--- config.mk ---
export PLATFORM = sky130hd
export DESIGN_NAME = adder_bist_flat
export DESIGN_NICKNAME = d
export VERILOG_FILES = /design/src/rtl/adder_bist_pkg.sv /design/src/rtl/adder_bist_if.sv /design/src/rtl/adder_bist_prng.sv /design/src/rtl/adder_bist.sv /design/src/flat_wrapper.sv
export SDC_FILE = /design/constraint.sdc
export NUM_CORES = 1
export LEC_CHECK = 0
export ABC_AREA = 1
export BUFFER_PORTS_ARGS = -buffer_cell sky130_fd_sc_hd__buf_4
export CAP_MARGIN = 20
export CORE_ASPECT_RATIO = 1.5
export CORE_MARGIN = 4
export CORE_UTILIZATION = 45
export CTS_CLUSTER_SIZE = 30
export DETAILED_ROUTE_END_ITERATION = 10
export PLACE_DENSITY_LB_ADDON = 0.1
export REMOVE_ABC_BUFFERS = 1
export SYNTH_ARGS = -nofsm -noshare
export SYNTH_HDL_FRONTEND = slang
export SYNTH_HIERARCHICAL = 1
export SYNTH_SLANG_ARGS = --single-unit
--- constraint.sdc ---
create_clock -name clk -period 4.66 [get_ports clk]
set_input_delay 0.466 -clock clk [delete_from_list [all_inputs] [get_ports clk]]
set_output_delay 0.466 -clock clk [all_outputs]
set_load 0.005 [all_outputs]
--- src/rtl/adder_bist_pkg.sv ---
// Shared types, constants and vector helpers for the adder BIST engine.
package adder_bist_pkg;

    typedef enum logic [1:0] {
        IDLE,
        CORNER,
        RANDOM
    } state_t;

    localparam int          NUM_CORNER   = 8;
    localparam logic [15:0] NO_FAIL      = 16'hFFFF;
    localparam int          XS_SHL_A     = 13;
    localparam int          XS_SHR       = 7;
    localparam int          XS_SHL_B     = 17;
    localparam logic [63:0] DEFAULT_SEED = 64'h9E3779B97F4A7C15;

    // One stimulus vector at full 64-bit width; callers truncate to WIDTH.
    typedef struct packed {
        logic [63:0] a;
        logic [63:0] b;
        logic        cin;
    } vec_t;

    // One step of the 64-bit xorshift generator.
    function automatic logic [63:0] xorshift_step(input logic [63:0] x);
        logic [63:0] y;
        y = x;
        y = y ^ (y << XS_SHL_A);
        y = y ^ (y >> XS_SHR);
        y = y ^ (y << XS_SHL_B);
        return y;
    endfunction

    // Fixed corner vectors; msb depends on the operand width.
    function automatic vec_t corner_vec(input logic [2:0] idx, input int width);
        vec_t        v;
        logic [63:0] ones;
        logic [63:0] alt_a;
        logic [63:0] alt_b;
        logic [63:0] msb;
        ones  = '1;
        alt_a = 64'hAAAA_AAAA_AAAA_AAAA;
        alt_b = 64'h5555_5555_5555_5555;
        msb   = 64'd1 << (width - 1);
        case (idx)
            3'd0:    v = '{a: '0,    b: '0,    cin: 1'b0};
            3'd1:    v = '{a: '0,    b: '0,    cin: 1'b1};
            3'd2:    v = '{a: ones,  b: '0,    cin: 1'b1};
            3'd3:    v = '{a: ones,  b: ones,  cin: 1'b1};
            3'd4:    v = '{a: ones,  b: ones,  cin: 1'b0};
            3'd5:    v = '{a: alt_a, b: alt_b, cin: 1'b0};
            3'd6:    v = '{a: alt_a, b: alt_b, cin: 1'b1};
            default: v = '{a: msb,   b: msb,   cin: 1'b0};
        endcase
        return v;
    endfunction

endpackage

--- src/rtl/adder_bist_if.sv ---
// Operand/result bus between the BIST engine and the adder under test.
interface adder_bist_if #(
    parameter int WIDTH = 64
);
    logic [WIDTH-1:0] dut_a;
    logic [WIDTH-1:0] dut_b;
    logic             dut_cin;
    logic [WIDTH-1:0] dut_s;
    logic             dut_c;

    // BIST side drives operands and reads the result.
    modport master (output dut_a, dut_b, dut_cin, input dut_s, dut_c);
    // Adder side reads operands and drives the result.
    modport slave  (input dut_a, dut_b, dut_cin, output dut_s, dut_c);
endinterface

--- src/rtl/adder_bist_prng.sv ---
// 64-bit xorshift source; each advance consumes two successive steps.
module adder_bist_prng
    import adder_bist_pkg::*;
#(
    parameter logic [63:0] SEED = DEFAULT_SEED
) (
    input  logic        clk,
    input  logic        rst_n,
    input  logic        i_load,
    input  logic [63:0] i_seed,
    input  logic        i_advance,
    output logic [63:0] o_step1,
    output logic [63:0] o_step2
);
    logic [63:0] r_state;
    logic [63:0] w_step1;
    logic [63:0] w_step2;

    assign w_step1 = xorshift_step(r_state);
    assign w_step2 = xorshift_step(w_step1);
    assign o_step1 = w_step1;
    assign o_step2 = w_step2;

    // Generator state: seeded on reset or load, moves two steps per advance.
    always_ff @(posedge clk or negedge rst_n) begin
        // NOTE: state registers use non-blocking assignments so every flop samples pre-edge values.
        if (!rst_n)
            r_state <= SEED;
        else if (i_load)
            r_state <= i_seed;
        else if (i_advance)
            r_state <= w_step2;
    end
endmodule

--- src/rtl/adder_bist.sv ---
// BIST engine: applies corner and pseudo-random vectors to an adder and
// compares each result against a behavioural golden sum.
module adder_bist
    import adder_bist_pkg::*;
#(
    parameter int          WIDTH      = 64,
    parameter int          SETTLE     = 1,
    parameter int          NUM_RANDOM = 256,
    parameter logic [63:0] SEED       = DEFAULT_SEED
) (
    input  logic          clk,
    input  logic          rst_n,
    input  logic          i_start,
    adder_bist_if.master  bus,
    output logic          o_busy,
    output logic          o_done,
    output logic          o_pass,
    output logic [15:0]   o_err_count,
    output logic [15:0]   o_first_fail
);
    localparam logic [63:0] EFF_SEED  = (SEED == 64'd0) ? DEFAULT_SEED : SEED;
    localparam logic [15:0] LAST_IDX  = 16'(NUM_CORNER + NUM_RANDOM - 1);
    localparam logic [3:0]  SETTLE_M1 = 4'(SETTLE - 1);

    state_t           r_state;
    logic [WIDTH-1:0] r_a;
    logic [WIDTH-1:0] r_b;
    logic             r_cin;
    logic [15:0]      r_idx;
    logic [3:0]       r_cnt;
    logic             r_busy;
    logic             r_done;
    logic             r_pass;
    logic [15:0]      r_err;
    logic [15:0]      r_first;

    logic [63:0]      w_step1;
    logic [63:0]      w_step2;
    logic [15:0]      w_next_idx;
    logic             w_next_random;
    vec_t             w_next_vec;
    vec_t             w_vec0;
    logic [WIDTH:0]   w_golden;
    logic             w_mismatch;
    logic             w_sample;
    logic             w_last;
    logic             w_advance;
    logic [15:0]      w_err_next;
    logic             w_unused;

    assign w_vec0        = corner_vec(3'd0, WIDTH);
    assign w_next_idx    = r_idx + 16'd1;
    assign w_next_random = (w_next_idx >= 16'(NUM_CORNER));
    assign w_sample      = (r_state != IDLE) && (r_cnt == 4'd0);
    assign w_last        = (r_idx == LAST_IDX);
    assign w_advance     = w_sample && !w_last && w_next_random;
    assign w_golden      = {1'b0, r_a} + {1'b0, r_b} + {{WIDTH{1'b0}}, r_cin};
    assign w_mismatch    = ({bus.dut_c, bus.dut_s} != w_golden);
    assign w_err_next    = (w_mismatch && (r_err != NO_FAIL)) ? r_err + 16'd1 : r_err;
    assign w_unused      = ^{w_step1, w_step2, w_next_vec, w_vec0};

    adder_bist_prng #(
        .SEED (EFF_SEED)
    ) u_prng (
        .clk       (clk),
        .rst_n     (rst_n),
        .i_load    (1'b0),
        .i_seed    (EFF_SEED),
        .i_advance (w_advance),
        .o_step1   (w_step1),
        .o_step2   (w_step2)
    );

    // Select the vector that follows the current one: corner table or PRNG.
    always_comb begin
        // NOTE: the default assignment first keeps this block free of inferred latches.
        w_next_vec = corner_vec(w_next_idx[2:0], WIDTH);
        if (w_next_random) begin
            w_next_vec.a   = w_step1;
            w_next_vec.b   = w_step2;
            w_next_vec.cin = w_step2[63];
        end
    end

    // Run sequencer: loads vectors, samples results, keeps error statistics.
    always_ff @(posedge clk or negedge rst_n) begin
        if (!rst_n) begin
            r_state <= IDLE;
            r_a     <= '0;
            r_b     <= '0;
            r_cin   <= 1'b0;
            r_idx   <= '0;
            r_cnt   <= '0;
            r_busy  <= 1'b0;
            r_done  <= 1'b0;
            r_pass  <= 1'b0;
            r_err   <= '0;
            r_first <= NO_FAIL;
        end else begin
            r_done <= 1'b0;
            case (r_state)
                IDLE: begin
                    // A start coinciding with the done pulse is dropped.
                    if (i_start && !r_done) begin
                        r_a     <= w_vec0.a[WIDTH-1:0];
                        r_b     <= w_vec0.b[WIDTH-1:0];
                        r_cin   <= w_vec0.cin;
                        r_idx   <= '0;
                        r_cnt   <= SETTLE_M1;
                        r_err   <= '0;
                        r_first <= NO_FAIL;
                        r_busy  <= 1'b1;
                        r_pass  <= 1'b0;
                        r_state <= CORNER;
                    end
                end
                CORNER, RANDOM: begin
                    if (r_cnt != 4'd0) begin
                        r_cnt <= r_cnt - 4'd1;
                    end else begin
                        r_err <= w_err_next;
                        if (w_mismatch && (r_first == NO_FAIL))
                            r_first <= r_idx;
                        if (w_last) begin
                            r_state <= IDLE;
                            r_busy  <= 1'b0;
                            r_done  <= 1'b1;
                            r_pass  <= (w_err_next == 16'd0);
                        end else begin
                            r_a   <= w_next_vec.a[WIDTH-1:0];
                            r_b   <= w_next_vec.b[WIDTH-1:0];
                            r_cin <= w_next_vec.cin;
                            r_idx <= w_next_idx;
                            r_cnt <= SETTLE_M1;
                            if (w_next_random)
                                r_state <= RANDOM;
                        end
                    end
                end
                default: r_state <= IDLE;
            endcase
        end
    end

    assign bus.dut_a    = r_a;
    assign bus.dut_b    = r_b;
    assign bus.dut_cin  = r_cin;
    assign o_busy       = r_busy;
    assign o_done       = r_done;
    assign o_pass       = r_pass;
    assign o_err_count  = r_err;
    assign o_first_fail = r_first;
endmodule

--- src/flat_wrapper.sv ---
// flat-port wrapper written by rule: the top's interface ports become plain ports
module adder_bist_flat import adder_bist_pkg::*;
#(
    parameter int          WIDTH      = 64,
    parameter int          SETTLE     = 1,
    parameter int          NUM_RANDOM = 256,
    parameter logic [63:0] SEED       = DEFAULT_SEED
)
  (clk, rst_n, i_start, o_busy, o_done, o_pass, o_err_count, o_first_fail, bus_dut_a, bus_dut_b, bus_dut_cin, bus_dut_s, bus_dut_c);
  adder_bist_if #(.WIDTH(WIDTH)) bus_i ();
  input  logic clk;
  input  logic rst_n;
  input  logic i_start;
  output logic o_busy;
  output logic o_done;
  output logic o_pass;
  output logic [15:0] o_err_count;
  output logic [15:0] o_first_fail;
  output wire logic [$bits(bus_i.dut_a)-1:0] bus_dut_a;
  output wire logic [$bits(bus_i.dut_b)-1:0] bus_dut_b;
  output wire logic [$bits(bus_i.dut_cin)-1:0] bus_dut_cin;
  input wire logic [$bits(bus_i.dut_s)-1:0] bus_dut_s;
  input wire logic [$bits(bus_i.dut_c)-1:0] bus_dut_c;
  assign bus_dut_a = bus_i.dut_a;
  assign bus_dut_b = bus_i.dut_b;
  assign bus_dut_cin = bus_i.dut_cin;
  assign bus_i.dut_s = bus_dut_s;
  assign bus_i.dut_c = bus_dut_c;
  adder_bist #(.WIDTH(WIDTH), .SETTLE(SETTLE), .NUM_RANDOM(NUM_RANDOM), .SEED(SEED)) u_core (.clk(clk), .rst_n(rst_n), .i_start(i_start), .bus(bus_i), .o_busy(o_busy), .o_done(o_done), .o_pass(o_pass), .o_err_count(o_err_count), .o_first_fail(o_first_fail));
endmodule
; ---- After elaboration in Yosys (flattened, before gate mapping)
; Index checks and enable logic that the tools add are counted.
[op_classes]
addsub = 5
multipliers = 0
div_mod_pow = 0
n_lt_le_gt_ge = 1
n_eq_ne = 19
shift = 0
muxes = 43
bitwise = 6
n_reduce_logical = 22
[ops]
columns = cell, count
row1 = $pmux W129 S7, 1
row2 = $mux W64, 5
row3 = $pmux W64 S2, 2
row4 = $xor A64 B64 Y64, 4
row5 = $mux W129, 1
row6 = $mux W16, 8
row7 = $xor A64 B57 Y64, 2
row8 = $pmux W16 S2, 3
row9 = $add A64 B64 Y65, 1
row10 = $add A65 B1 Y65, 1
row11 = $ne A65 B65 Y1, 1
row12 = $add A16 B1 Y16 const B, 2
row13 = $eq A16 B16 Y1 const B, 1
row14 = $eq A16 B9 Y1 const B, 1
row15 = $ge A16 B4 Y1 const B, 1
row16 = $logic_not A16 Y1, 1
row17 = $ne A16 B16 Y1 const B, 1
row18 = $mux W4, 3
row19 = $reduce_and A4 Y1, 3
row20 = $mux W1, 11
row21 = $eq A3 B3 Y1 const B, 3
row22 = $reduce_and A3 Y1, 3
row23 = $mux W2, 4
row24 = $pmux W4 S2, 1
row25 = 19 further kinds, 32
[word_totals]
reg_bits = 250
latch_bits = 0
mem_bits_rw = 0
mem_bits_ro = 0
word_cells = 108
mem_count = 0

; ---- Depth between registers and ports, before layout
; Gate-level depths: netlist of the first run.
[logic_depth]
word_depth = 10
mapped_depth = 30
depth_no_buf = 29

; ---- Hierarchy
; Netlist of the first run, hierarchy kept.
[by_module_without_submodules]
columns = mod, n_inst, cells_each, area_per_inst_um2, seq_area_each_um2
row1 = adder_bist, 1, 2406, 15701.3, 4674.5
row2 = adder_bist_prng, 1, 1831, 9305.2, 1649.1

; ---- Worst setup path before layout of the first run
; No wires, ideal clock.
[synth_timing]
path_type = register -> register
from = register u_core.r_a[0] (netlist: u_core/bus.dut_a[0])
to = register u_core.r_first[5] (netlist: u_core/o_first_fail[5])
t_arrival_ps = 2967
setup_slack_ps = 1597
stages_incl_launch_ff = 28
n_path_buf = 2
period_less_slack_ps = 3063
cell_sequence = dfrtp_1 -> inv_1 -> fa_1 -> inv_1 -> fa_1 -> nand3_1 -> nand3_1 -> nand3_1 -> nand3_1 -> nand2_1 -> nand2_1 -> nand2_1 -> nand2_1 -> nand2_1 -> nand2_1 -> nand2_1 -> nor2_1 -> nand2_1 -> nor2_1 -> nand4_1 -> buf_4 -> nand2_1 -> nand2_1 -> nand2_2 -> inv_2 -> buf_2 -> nor2_1 -> a31oi_1
[synth_between]
elab_chain_len = 6
[synth_lines]
columns = item, line
row1 = from (decl), adder_bist.sv:26  ; logic [WIDTH-1:0] r_a;
row2 = from (signal assigned), adder_bist.sv:105  ; r_a <= w_vec0.a[WIDTH-1:0];
row3 = from (signal assigned), adder_bist.sv:130  ; r_a <= w_next_vec.a[WIDTH-1:0];
row4 = $add A64 B64 Y65, adder_bist.sv:57  ; assign w_golden = {1'b0, r_a} + {1'b0, r_b} + {{WIDTH{1'b0}}, r_cin};
row5 = $add A65 B1 Y65, adder_bist.sv:57
row6 = $ne A65 B65 Y1, adder_bist.sv:58  ; assign w_mismatch = ({bus.dut_c, bus.dut_s} != w_golden);
row7 = $logic_and A1 B1 Y1, adder_bist.sv:122  ; if (w_mismatch && (r_first == NO_FAIL))
row8 = $ne A2 B1 Y1 (no source line), n/a
row9 = $reduce_and A4 Y1 (no source line), n/a
row10 = to (signal assigned), adder_bist.sv:123  ; r_first <= r_idx;
row11 = to (decl), adder_bist.sv:35  ; logic [15:0] r_first;
; No other way between the ends.
; A chain may end at the register's enable or synchronous reset.

; ---- Worst setup path in the final report of the first run
[layout_timing]
from = register u_core.r_a[0] (netlist: u_core/bus.dut_a[0])
to = register u_core.r_pass (netlist: u_core/o_pass)
[layout_between]
elab_chain_len = 9
[layout_lines]
columns = item, line
row1 = $add A64 B64 Y65, adder_bist.sv:57
row2 = $add A65 B1 Y65, adder_bist.sv:57
row3 = $ne A65 B65 Y1, adder_bist.sv:58
row4 = $logic_and A1 B1 Y1, adder_bist.sv:59  ; assign w_err_next = (w_mismatch && (r_err != NO_FAIL)) ? r_err + 16'd1 : r_err;
row5 = $mux W16, adder_bist.sv:59
row6 = $logic_not A16 Y1, adder_bist.sv:128  ; r_pass <= (w_err_next == 16'd0);
row7 = $mux W1, adder_bist.sv:124  ; if (w_last) begin
row8 = $mux W1, adder_bist.sv:118  ; if (r_cnt != 4'd0) begin
row9 = $pmux W1 S2, adder_bist.sv:101  ; case (r_state)
row10 = to (signal assigned), adder_bist.sv:128
row11 = to (decl), adder_bist.sv:33  ; logic r_pass;
; No other way between the ends. The select of a mux whose other input is x is not followed.

==> reports/metrics.cfg, run 1 <==
[finish]
layout.cells.non_filler = 5220
seq_area_um2 = 6320
area_growth_pct = 14.6
postLayoutCoreUtil_pct = 52.2
drive_gt1_share_pct = 14.4
final_nets = 4645
multi_input_area_um2 = 16400
nFillCells = 5918

[sta]
drv_slew = 0
hold_viol_final = 0
layout_min_cycle_time_ns = 4.01
max_slew_margin_pct = 35.6
tightest_slew_ns = 0.965
timing.final.crit_share_pct = 86.0
fmax_ghz = 0.249
tns_ns = 0
finalSetupViolations = 0
fin_worst_skew_ns = 0.0573
rsz0062_at_grt = false

[worst_setup_path]
cp.arrival_ns = 4.56
crit_buf_inv = 2
cpMaxStageDelayCell = fa_1
cp.depth = 22
cp_max_fo = 22
worst_path_dominant_cell_family = simple AND/OR/NAND/NOR gates
rr_endpoint = u_core/o_pass
r2r_slack_ns = 0.65
crit_chain = inv_1 -> fa_1 -> inv_1 -> fa_1 -> nand3_1 -> nand3_1 -> nand2_1 -> nand2_1 -> nand2_1 -> nand3_2 -> nand2_1 -> nand3_1 -> a21oi_1 -> xor2_1 -> nand4_1 -> nand2_2 -> o21ai_0 -> nor2_1 -> nand2_1 -> nor2_1 -> nand2_1 -> nand2_1
critical_path_class = reg2reg
crit_required_ns = 5.21
endpoint_kind = register
regToRegStartpoint = u_core/bus.dut_a[0]
startpoint_type = register
r2r_cells = 22
critPathMaxStageDelay_ns = 0.42
cp_common_cell = nand2_1

[detailed_routing]
vias = 27800
firstDrtPassIters = 7
drtAntennaViolNets = 0
remaining_drc_errors = 0
wirelength_mm = 113
drt-initial-drc-count = 2521
avgRoutedWirePerCell_um = 21.6
vias_per_cell = 5.32

[clock_tree]
cts_buffers = 28
root_buffer = clkbuf_16
htree_levels = 1
clk_pin_slew_ns = 0.06
cts.sinks = 250
clock_path_buffers = 3
clock_latency_ns = 0.61
cts_setup_buffers = 0
cts_tree = built

[synth]
yosys_warnings = 6
yosysUniqueCellTypes = 57
ys_seq_elements = 250
syn_area_per_cell_um2 = 5.90
syn_area_um2 = 25000
synth_seq_area_share_pct = 25.3
synthCells = 4237

[floorplan]
initial_utilization_pct = 45.5
die-area_um2 = 59500
coreArea_um2 = 54900
die_w_um = 200
dieHeight_um = 297
rows = 105
io-pin-count = 232

[flow_run]
drv_cap = 0

[global_routing]
grt_max_degree = 146
antenna_found_initial = 1
grt_pass1_vias = 26200
gr-total-overflow = 0
grt_pass1_wl_mm = 166
grtUsageTotal_pct = 36.5

[run_status]
status = completed

[hold_path]
holdCritPathClass = in2async

[placement]
gp_congestion = 1.09
hpwl_mm = 94.0
dp_cells = 5165
portBuffers = 231

==> layout make-up <==
| class | instances | share of cell area [%] |
|---|---|---|
| well taps | 695 | 3.03 |
| inverters | 555 | 7.29 |
| clock inverters | 15 | 0.746 |
| diodes | 2 | 0.0175 |
| flip-flops and latches | 250 | 22.1 |
| multi-input cells | 3408 | 57.1 |
| repair buffers | 258 | 6.97 |
| clock buffers | 37 | 2.77 |
==> layer usage <==
layer	routed length, µm	share of wire [%]	vias up	GRT usage (%)
met2	52100	46	1155	60.9
met3	7140	6.3	370	4.67
met4	12000	11	0	29.9
li1	-	-	13600	-
met5	0	0	-	0
met1	41500	37	12600	41.8
==> per-stage QoR <==
| step | cell area (µm²) | hold slack [ns] | worst slack [ns] |
|---|---|---|---|
| CTS | 28700 | 0.393 | 0.742 |
| global route | 28700 | 0.417 | 0.305 |
| finish | 28700 | 0.390 | 0.652 |
| global placement | 27600 | 0.391 | 0.739 |
| detailed placement | 27600 | 0.393 | 0.730 |
| floorplan | 24800 | 0.170 | -1.28 |
==> cell usage after synthesis (all sizes together) <==
library cell	n	area share [%]
dfrtp	196	20
a32o	31	1.2
and3b	1	0.035
o32ai	1	0.035
dfstp	54	5.7
a22o	2	0.070
o21ai	69	1.4
nor4	8	0.20
a22oi	50	1.5
buf	34	1.0
conb	2	0.030
o211ai	63	1.9
nand3	163	3.4
ha	74	3.7
a31oi	15	0.38
o22ai	21	0.53
nor2	185	3.0
nand3b	26	0.78
nand4	31	0.78
inv	552	8.3
nand2	2239	35
mux2	1	0.045
and2	40	1.0
nor3	28	0.64
o221ai	14	0.49
a21boi	1	0.030
and3	1	0.025
nor3b	1	0.030
o21bai	12	0.36
a21o	1	0.030
xnor2	46	1.6
xor2	91	3.3
clkinv	3	0.055
clkbuf	54	0.92
dlygate4sd3	1	0.040
a21oi	59	1.2
fa	2	0.16
or2	65	1.6
==> timing repair <==
action / in CTS / in global routing
resized for setup: 0 / 0
hold buffers: 1 / 0
endpoints found under the hold margin: 40 / 0
==> how the worst max path moves through the flow <==
stage                          endpoint  slack (ns)            startpoint
floorplan           u_core/bus.dut_a[2]       -1.28     u_core/r_state[0]
detailed placement        u_core/o_pass        0.73   u_core/bus.dut_a[0]
CTS                       u_core/o_pass        0.74   u_core/bus.dut_a[0]
global route              u_core/o_pass        0.30  u_core/bus.dut_a[32]
global placement          u_core/o_pass        0.74   u_core/bus.dut_a[0]
finish                    u_core/o_pass        0.65   u_core/bus.dut_a[0]
==> sequential cells by signal, summed over array words and instances (netlist names) <==
| name | flops |
|---|---|
| u_core/o_err_count | 16 |
| u_core/bus.dut_b | 64 |
| u_core/r_state | 2 |
| u_core/u_prng/r_state | 64 |
| u_core/r_cnt | 4 |
| u_core/r_idx | 16 |
| u_core/bus.dut_a | 64 |
| u_core/o_first_fail | 16 |
| u_core/o_pass | 1 |
| u_core/bus.dut_cin | 1 |
| u_core/o_done | 1 |
| u_core/o_busy | 1 |
==> cell usage in the layout (no fill, tap or decap), types with 9 or more instances in the layout <==
cell type,instances
clkinv_2,9
ha_1,74
nand2_1,2118
o22ai_1,21
dfstp_2,54
o21bai_1,12
a32o_1,31
dfrtp_1,196
buf_4,252
nor2_2,15
conb_1,67
a21oi_1,59
nand3b_1,26
or2_2,65
and2_1,40
inv_2,64
nand3_1,157
o211ai_1,63
o21ai_0,45
nand4_1,31
o21ai_1,23
xnor2_1,45
a22oi_1,50
clkbuf_16,28
inv_1,486
nor2_1,166
nand2_2,115
a31oi_1,15
nor3_1,24
xor2_1,87
o221ai_1,14
==> cell families (layout without fill, tap and decap cells) <==
family | count (synthesis) | count (layout) | share of synthesized area [%]
and+or+nand+nor | 2788 | 2788 | 46.4
AOI/OAI and AO/OA | 339 | 339 | 9.13
buffers and inverters | 644 | 865 | 10.3
muxes | 1 | 1 | 0.0450
DFF | 250 | 250 | 25.3
xor gates and xnor gates | 137 | 137 | 4.95
other | 2 | 69 | 0.0300
adders and majority gates | 76 | 76 | 3.86
Power of run 1 is not shown: default switching activity piles up to over one toggle a cycle in this logic, so the estimate is an artifact.
==> run 2: changes to the inputs <==
==> constraint.sdc (replaced) <==
create_clock -name clk -period 4.66 [get_ports clk]
set_input_delay 0.233 -clock clk [delete_from_list [all_inputs] [get_ports clk]]
set_output_delay 0.233 -clock clk [all_outputs]
set_load 0.005 [all_outputs]
==> reports/metrics.cfg, run 2 (same netlist as run 1, synthesis figures left out) <==
[global_routing]
grt_max_degree = 108  ; -26%
grt_pass1_vias = 26200  ; -0.080%
gr-total-overflow = 0  ; unchanged
grtUsageTotal_pct = 36.9  ; +0.33 points
antenna_found_initial = 1  ; unchanged
grt_pass1_wl_mm = 167  ; +0.65%

[hold_path]
hold_end = u_core/r_cnt[0]
whs_path_depth = 5
holdCritPathClass = in2reg
min-delay-start = i_start

[worst_setup_path]
r2r_cells = 19  ; -14%
cp.arrival_ns = 4.63  ; +0.07 ns
regToRegStartpoint = u_core/bus.dut_b[46]
crit_required_ns = 5.18  ; -0.03 ns
r2r_slack_ns = 0.55  ; -0.11 ns
critical_path_class = reg2reg
endpoint_kind = register
cp_max_fo = 22  ; unchanged
rr_endpoint = u_core/o_pass
startpoint_type = register

[sta]
drv_slew = 0  ; unchanged
max_slew_margin_pct = 34.4  ; -1.2 points
hold_viol_final = 0  ; unchanged
fin_worst_skew_ns = 0.0209  ; -0.0364 ns
tightest_slew_ns = 0.984  ; +0.0187 ns
layout_min_cycle_time_ns = 4.11  ; +0.105 ns
fmax_ghz = 0.243  ; -2.6%
rsz0062_at_grt = false
finalSetupViolations = 0  ; unchanged
timing.final.crit_share_pct = 88.3  ; +2.3 points

[finish]
drive_gt1_share_pct = 14.2  ; -0.18 points
final_common_cell = nand2_1
final_cell_mix = 2118 x nand2_1, 486 x inv_1, 246 x buf_4, 196 x dfrtp_1, 166 x nor2_1
antennaDiodeCount = 0  ; -2
area_growth_pct = 14.3
final_nets = 4638  ; -0.15%
fin_area_um2 = 28600  ; -0.32%

[detailed_routing]
remaining_drc_errors = 0  ; unchanged
avgRoutedWirePerCell_um = 21.9  ; +1.5%
drtAntennaViolNets = 0  ; unchanged
drt-initial-drc-count = 2302  ; -8.7%
vias = 27700  ; -0.15%
firstDrtPassIters = 6  ; -1
vias_per_cell = 5.32  ; about the same
wirelength_mm = 114  ; +1.3%

[flow_run]
drv_cap = 0  ; unchanged

[clock_tree]
cts_setup_buffers = 0  ; unchanged
clock_path_buffers = 3  ; unchanged
cts_buffers = 28  ; unchanged
htree_levels = 1  ; unchanged
cts_tree = built
clk_pin_slew_ns = 0.07  ; about the same
root_buffer = clkbuf_16
clock_latency_ns = 0.58  ; -0.03 ns
cts.sinks = 250  ; unchanged

[floorplan]
io-pin-count = 232  ; unchanged
dieHeight_um = 297  ; unchanged
die-area_um2 = 59500  ; unchanged
initial_utilization_pct = 45.5  ; unchanged
coreArea_um2 = 54900  ; unchanged
die_w_um = 200  ; unchanged
rows = 105  ; unchanged

[placement]
placed_area_um2 = 27600  ; -0.24%
gp_congestion = 1.05  ; -4.2%
hpwl_mm = 95.2  ; +1.3%
portBuffers = 231  ; unchanged

[run_status]
status = completed

-- run 2: changes by cell type in the layout (fill, tap and decap cells not counted), moves of 2 or more --
cell,previous run,this run
diode_2,2,0
clkinv_4,0,2
clkbuf_8,6,4
clkinv_8,2,0
buf_4,252,246
clkbuf_1,3,5
inv_8,2,0
-- run 2: critical path: stages (launching register included) --
cell and delay (ns):
dfrtp_1 0.46, ha_1 0.51, nand2_1 0.14, nor2_1 0.22
inv_1 0.10, nor3_1 0.51, nand3_1 0.32, nand3_1 0.18
nand3_1 0.09, nor2_1 0.11, nand2_1 0.07, nor2_1 0.08
nand4_1 0.18, nand2_2 0.40, o21ai_0 0.20, nor2_1 0.14
nand2_1 0.05, nor2_1 0.14, nand2_1 0.07, nand2_1 0.05
-- run 2: area by class of cell --
class / count / area, µm²
inverters: 555 / 2090
multi-input cells: 3408 / 16400
well taps: 695 / 870
flip-flops and latches: 250 / 6320
clock inverters: 14 / 188
clock buffers: 38 / 800
repair buffers: 251 / 1930
fillers: 5870 / 26300
-- run 2: worst max-delay path by stage --
| stage | startpoint | endpoint | slack, ns | cells after the start |
|---|---|---|---|---|
| final | u_core/bus.dut_b[46] | u_core/o_pass | 0.55 | 19 |
| after global routing | u_core/bus.dut_a[0] | u_core/o_pass | 0.26 | 22 |
| after CTS | u_core/bus.dut_a[0] | u_core/o_pass | 0.65 | 22 |
| after detailed placement | u_core/bus.dut_a[0] | u_core/o_pass | 0.65 | 22 |
| after global placement | u_core/bus.dut_a[51] | u_core/o_pass | 0.61 | 23 |
| after floorplan | u_core/r_state[0] | u_core/bus.dut_a[2] | -1.28 | 8 |
-- run 2: per-layer routing --
layer  GRT usage (%)  routed length, µm  vias to the layer above
met3            4.43               6180                      340
met5               0                 13                        -
met4            27.7              11100                        2
met2            63.3              54300                     1049
met1            41.8              42600                    12700
li1                -                  -                    13600
-- run 2: through the flow --
stage | hold slack (ns) | setup WS, ns | util, % | instances | setup TNS, ns
final | 0.216 | 0.546 | 52.0 | 5211 | 0
after global routing | 0.249 | 0.263 | 52.0 | 5211 | 0
after CTS | 0.197 | 0.646 | 52.0 | 5211 | 0
after detailed placement | 0.336 | 0.651 | 50.2 | 5158 | 0
after floorplan | -0.0626 | -1.28 | - | 4213 | -77.30
after global placement | 0.329 | 0.613 | 50.2 | 5158 | 0
-- run 2: timing repair --
action | in CTS | in global routing
endpoints found under the hold margin | 82 | 0
gates resized for setup | 0 | 0
hold buffers | 1 | 0
Power of run 2 is left out for the same reason.
